--- config.mk ---
export PLATFORM = sky130hd
export DESIGN_NAME = commit_unit
export DESIGN_NICKNAME = d
export VERILOG_FILES = /design/src/rtl/commit_unit.sv
export SDC_FILE = /design/constraint.sdc
export NUM_CORES = 1
export LEC_CHECK = 0
export CORE_UTILIZATION = 42
export CTS_BUF_LIST = sky130_fd_sc_hd__clkbuf_4 sky130_fd_sc_hd__clkbuf_8 sky130_fd_sc_hd__clkbuf_16
export DETAILED_ROUTE_END_ITERATION = 10
export PLACE_DENSITY = 0.76
export SLEW_MARGIN = 20
export SYNTH_ARGS = -nofsm -noshare
export SYNTH_HDL_FRONTEND = slang
export SYNTH_SLANG_ARGS = --single-unit
--- constraint.sdc ---
create_clock -name clk -period 4.85 [get_ports clk]
set_clock_uncertainty 0.15 [all_clocks]
set_input_delay 0.7275 -clock clk [delete_from_list [all_inputs] [get_ports clk]]
set_output_delay 0.7275 -clock clk [all_outputs]
set_load 0.005 [all_outputs]
--- src/rtl/commit_unit.sv ---
// commit_unit: in-order retirement stage sitting directly behind the reorder buffer.
//
// Non-store heads retire as an architectural register-file write. Store heads
// retire as a memory write that uses a req/ack handshake. Each retirement
// returns a one-cycle commit_ack so the ROB can pop its head. The unit also
// keeps running counts of retired instructions and retired stores.
//
// Ports:
//   clk, reset         rising-edge clock; synchronous active-high reset
//   commit_en          ROB head is complete and ready to retire
//   commit_arch_reg    destination architectural register of the head
//   commit_val         result value (register write data or store data)
//   commit_is_store    head is a store
//   commit_store_addr  store address for a store head
//   flush              abandon the in-progress retirement
//   commit_ack         one-cycle pulse: head retired
//   rf_we/waddr/wdata  register-file write port
//   st_req/addr/data   store request to memory, held until st_ack
//   st_ack             memory accepted the store
//   busy               FSM is not idle
//   retired_cnt        total instructions retired (wraps)
//   store_cnt          total stores retired (wraps)
module commit_unit #(
   parameter int DATA_W = 32,
   parameter int REG_W  = 5,
   parameter int CNT_W  = 32
) (
   input  logic              clk,
   input  logic              reset,
   input  logic              commit_en,
   input  logic [REG_W-1:0]  commit_arch_reg,
   input  logic [DATA_W-1:0] commit_val,
   input  logic              commit_is_store,
   input  logic [DATA_W-1:0] commit_store_addr,
   input  logic              flush,
   output logic              commit_ack,
   output logic              rf_we,
   output logic [REG_W-1:0]  rf_waddr,
   output logic [DATA_W-1:0] rf_wdata,
   output logic              st_req,
   output logic [DATA_W-1:0] st_addr,
   output logic [DATA_W-1:0] st_data,
   input  logic              st_ack,
   output logic              busy,
   output logic [CNT_W-1:0]  retired_cnt,
   output logic [CNT_W-1:0]  store_cnt
);

   typedef enum logic [1:0] {
      IDLE  = 2'd0,
      STORE = 2'd1,
      ACK   = 2'd2
   } state_t;

   state_t              state, state_nx;
   logic                ack_nx, rf_we_nx, st_req_nx;
   logic [REG_W-1:0]    rf_waddr_nx;
   logic [DATA_W-1:0]   rf_wdata_nx, st_addr_nx, st_data_nx;
   logic [CNT_W-1:0]    retired_cnt_nx, store_cnt_nx;
   // Records whether the retirement now in ACK was a store. It steers the
   // store_cnt update.
   logic                was_store, was_store_nx;

   always_ff @(posedge clk) begin
      if (reset) begin
         state       <= IDLE;
         commit_ack  <= 1'b0;
         rf_we       <= 1'b0;
         rf_waddr    <= '0;
         rf_wdata    <= '0;
         st_req      <= 1'b0;
         st_addr     <= '0;
         st_data     <= '0;
         retired_cnt <= '0;
         store_cnt   <= '0;
         was_store   <= 1'b0;
      end else begin
         state       <= state_nx;
         commit_ack  <= ack_nx;
         rf_we       <= rf_we_nx;
         rf_waddr    <= rf_waddr_nx;
         rf_wdata    <= rf_wdata_nx;
         st_req      <= st_req_nx;
         st_addr     <= st_addr_nx;
         st_data     <= st_data_nx;
         retired_cnt <= retired_cnt_nx;
         store_cnt   <= store_cnt_nx;
         was_store   <= was_store_nx;
      end
   end

   always_comb begin
      state_nx       = state;
      ack_nx         = 1'b0;
      rf_we_nx       = 1'b0;
      rf_waddr_nx    = rf_waddr;
      rf_wdata_nx    = rf_wdata;
      st_req_nx      = st_req;
      st_addr_nx     = st_addr;
      st_data_nx     = st_data;
      retired_cnt_nx = retired_cnt;
      store_cnt_nx   = store_cnt;
      was_store_nx   = was_store;

      unique case (state)
         IDLE: begin
            if (commit_en && !flush) begin
               if (commit_is_store) begin
                  state_nx     = STORE;
                  st_req_nx    = 1'b1;
                  st_addr_nx   = commit_store_addr;
                  st_data_nx   = commit_val;
                  was_store_nx = 1'b1;
               end else begin
                  state_nx     = ACK;
                  ack_nx       = 1'b1;
                  rf_waddr_nx  = commit_arch_reg;
                  rf_wdata_nx  = commit_val;
                  // An r0 destination still retires and is acked. Only the
                  // register write is dropped.
                  rf_we_nx     = (commit_arch_reg != '0);
                  was_store_nx = 1'b0;
               end
            end
         end
         STORE: begin
            if (st_ack) begin
               st_req_nx = 1'b0;
               ack_nx    = 1'b1;
               state_nx  = ACK;
            end
         end
         ACK: begin
            // The ROB head is stale in this cycle, so commit_en is ignored.
            state_nx       = IDLE;
            retired_cnt_nx = retired_cnt + CNT_W'(1);
            if (was_store)
               store_cnt_nx = store_cnt + CNT_W'(1);
         end
         default: state_nx = IDLE;
      endcase

      // A squash overrides the handshake and the pulses. A retirement already
      // in ACK keeps its counter update from the case above.
      if (flush) begin
         state_nx  = IDLE;
         st_req_nx = 1'b0;
         ack_nx    = 1'b0;
         rf_we_nx  = 1'b0;
      end
   end

   assign busy = (state != IDLE);

endmodule
==> impl_metrics.json <==
{
  "finalCriticalPeriod_ns": 2.810,
  "drive_above_1_share_pct": 4.438,
  "avgSynthCellArea_um2": 8.109,
  "crit_type": "flop to flop",
  "synth_edf_count": 0,
  "fmax_mhz": 355.9,
  "n_fill_cell": 1394,
  "max_slew_margin_pct": 42.17,
  "clkLatencyLatePin_ns": 0.41,
  "first_global_vias": 6350,
  "final_antenna_net_count": 0,
  "io_pins": 244,
  "route.vias.total": 6634,
  "fin_crit_sh_pct": 57.94,
  "htree_levels": 4,
  "gr-total-overflow": 0,
  "status": "complete, no violations",
  "dp_cells": 1238,
  "async_flop_share_pct": 0,
  "drt-total-wl_mm": 19.30,
  "core-area_um2": 15430,
  "ys_seq_area_share_pct": 50.86,
  "synth.distinct_cells": 41,
  "peakVddDrop_uv": 234.2,
  "grt_pass1_wl_mm": 31.19,
  "dpl.hpwl_mm": 13.21,
  "nets": 1123,
  "grt_max_degree": 71,
  "maxCapViolations": 0,
  "rsz0062_at_grt": "false",
  "synth.area.top_cells": "dfxtp_1, nand2_1, a21oi_1, or4_1, o31ai_1",
  "hp-class": "flop to flop",
  "detail_route.drc_violations": 0,
  "finalHoldViolCount": 0,
  "post-cts-setup-buffer-count": 0,
  "worst_slack_ns": 2.040,
  "endpoint_kind": "flop",
  "cp_top_family": "simple AND/OR/NAND/NOR gates",
  "gp_congestion": 0.8095,
  "finalSetupViolCount": 0,
  "yosys_warnings": 0,
  "synth_nets": 907,
  "cts_sinks": 171,
  "clk_pin_slew_worst_paths_ns": 0.06,
  "cp-start-kind": "flop",
  "leakagePower_nw": 3.220,
  "slew_violations": 0,
  "ys.flop_type": "dfxtp_1",
  "arrival_ns": 2.96,
  "synth.top_cells.by_count": "nand2_1, dfxtp_1, a21oi_1, clkbuf_1, or4_1",
  "synth_top_cell_by_area": "dfxtp_1",
  "cp_cell_sequence": "nand3b_1 > or4_1 > nor4_1 > mux2_1",
  "cts-buffers-inserted": 17,
  "stdcell_area_um2": 9873,
  "crit_path_top_delay_cell": "or4_1",
  "cts_buffer_depth": 2,
  "dpl_worst_slack_ns": 1.809,
  "dieArea_um2": 16530,
  "fp.dieH_um": 128.6,
  "cp_num_buf_inv": 0,
  "cts_tree": "done",
  "synth_most_common_cell": "nand2_1",
  "cts_root_buffer": "clkbuf_16",
  "drt_first_pass_iters": 5,
  "ys_ff_latch": 171,
  "syn_inst": 830,
  "regArea_um2": 3423,
  "multi_input_area_um2": 3045,
  "synth.top_cell.area_share_pct": 50.86,
  "die_w_um": 128.6,
  "diodes": 0,
  "instances_no_fill": 1270,
  "drt_iter0_markers": 313,
  "portBuffers": 243,
  "cts_resized": 0,
  "ctsHoldBuffers": 0,
  "wl_per_cell_um": 15.20,
  "start_util_pct": 43.63,
  "viasPerCell": 5.224,
  "path_max_fanout": 24,
  "worstMarginPinSlew_ns": 0.8648,
  "area_growth_pct": 46.70,
  "syn_area_um2": 6730,
  "p_per_area_nw_per_um2": 310.7,
  "placedInstanceArea_um2": 9268,
  "worst_path_largest_cell_delay_ns": 0.93,
  "track_usage_pct": 23.84,
  "crit_required_ns": 5.00,
  "antenna_found_initial": 0,
  "setup_tns_ns": 0,
  "rows": 45
}
-- state kept, by name, summed over array words and instances, names as in the netlist --
name,count
commit_ack,1
retired_cnt,32
rf_waddr,5
rf_wdata,32
rf_we,1
st_addr,32
st_data,32
st_req,1
state,2
store_cnt,32
was_store,1
-- kinds of logic (layout without fill, tap and decap cells) --
| family | after synthesis | count (layout) | synth area share [%] |
|---|---|---|---|
| buf+inv | 66 | 295 | 4.034 |
| mux | 2 | 2 | 0.3160 |
| xor+xnor | 15 | 15 | 1.952 |
| flops | 171 | 171 | 50.86 |
| compound gates | 199 | 199 | 15.99 |
| fa+ha+maj | 2 | 2 | 0.3718 |
| simple gates | 375 | 375 | 26.47 |
-- area by class of cell --
cell class	count	area share [%]
timing repair buffer	251	25.22
sequential	171	34.67
clock inverter	10	1.445
inverter	12	0.4562
multi-input combinational	593	30.85
clock buffer	22	4.689
tap	211	2.674
-- worst min-delay path: stages (launching register included) --
cell and delay, ns:
dfxtp_1 0.31, nand2_1 0.05, a21oi_1 0.05
-- metrics by stage --
step / hold WS (ns) / utilization, % / total power, W
after floorplan: 0.3027 / - / 0.001555
after global placement: 0.2907 / 60.07 / 0.001700
after detailed placement: 0.2955 / 60.07 / 0.001702
after CTS: 0.3047 / 64.00 / 0.003102
after global routing: 0.3209 / 64.00 / 0.003177
final: 0.3026 / 64.00 / 0.003068
-- routing by layer --
layer	part of all wire [%]	global-route usage, %
met5	0	0
met4	1.6	8.028
met3	8.9	9.439
met2	49	40.54
met1	41	27.23
-- path summary, 6_finish.rpt --
| check | from | end | slack (ns) | cells after the start |
|---|---|---|---|---|
| worst min register to register | rf_wdata[14] | rf_wdata[14] | 0.30 | 2 |
| worst max-delay path | state[1] | store_cnt[31] | 2.04 | 4 |
| worst min-delay path | rf_wdata[14] | rf_wdata[14] | 0.30 | 2 |
| worst max register to register | state[1] | store_cnt[31] | 2.04 | 4 |
-- cell usage in the layout (no fill, tap or decap), drive strengths merged, types with 2 or more instances in the layout --
master / Yosys / final
or3: 20 / 20
or4b: 4 / 4
and4: 7 / 7
nand2: 230 / 230
nor3: 6 / 6
a21oi: 149 / 149
xor2: 9 / 9
dfxtp: 171 / 171
ha: 2 / 2
nor2: 22 / 22
clkdlybuf4s50: 0 / 242
nor4: 4 / 4
nand4: 16 / 16
clkinv: 0 / 2
nand3b: 2 / 2
nor2b: 2 / 2
clkinvlp: 0 / 4
or4: 28 / 28
and2: 2 / 2
nand3: 19 / 19
buf: 14 / 9
o41ai: 3 / 3
and4b: 2 / 2
o31ai: 22 / 22
nor3b: 2 / 2
o21ai: 21 / 21
inv: 12 / 13
clkbuf: 40 / 22
xnor2: 6 / 6
bufinv: 0 / 3
and3: 6 / 6
-- power breakdown --
part / leakage, nW / internal [W] / switching, W
clock: 0.288 / 0.000841 / 0.000556
combinational: 1.55 / 0.000122 / 0.0000992
sequential: 1.38 / 0.00143 / 0.0000164
total: 3.22 / 0.00240 / 0.000671
No activity file was read; power rests on OpenSTA's default activity.
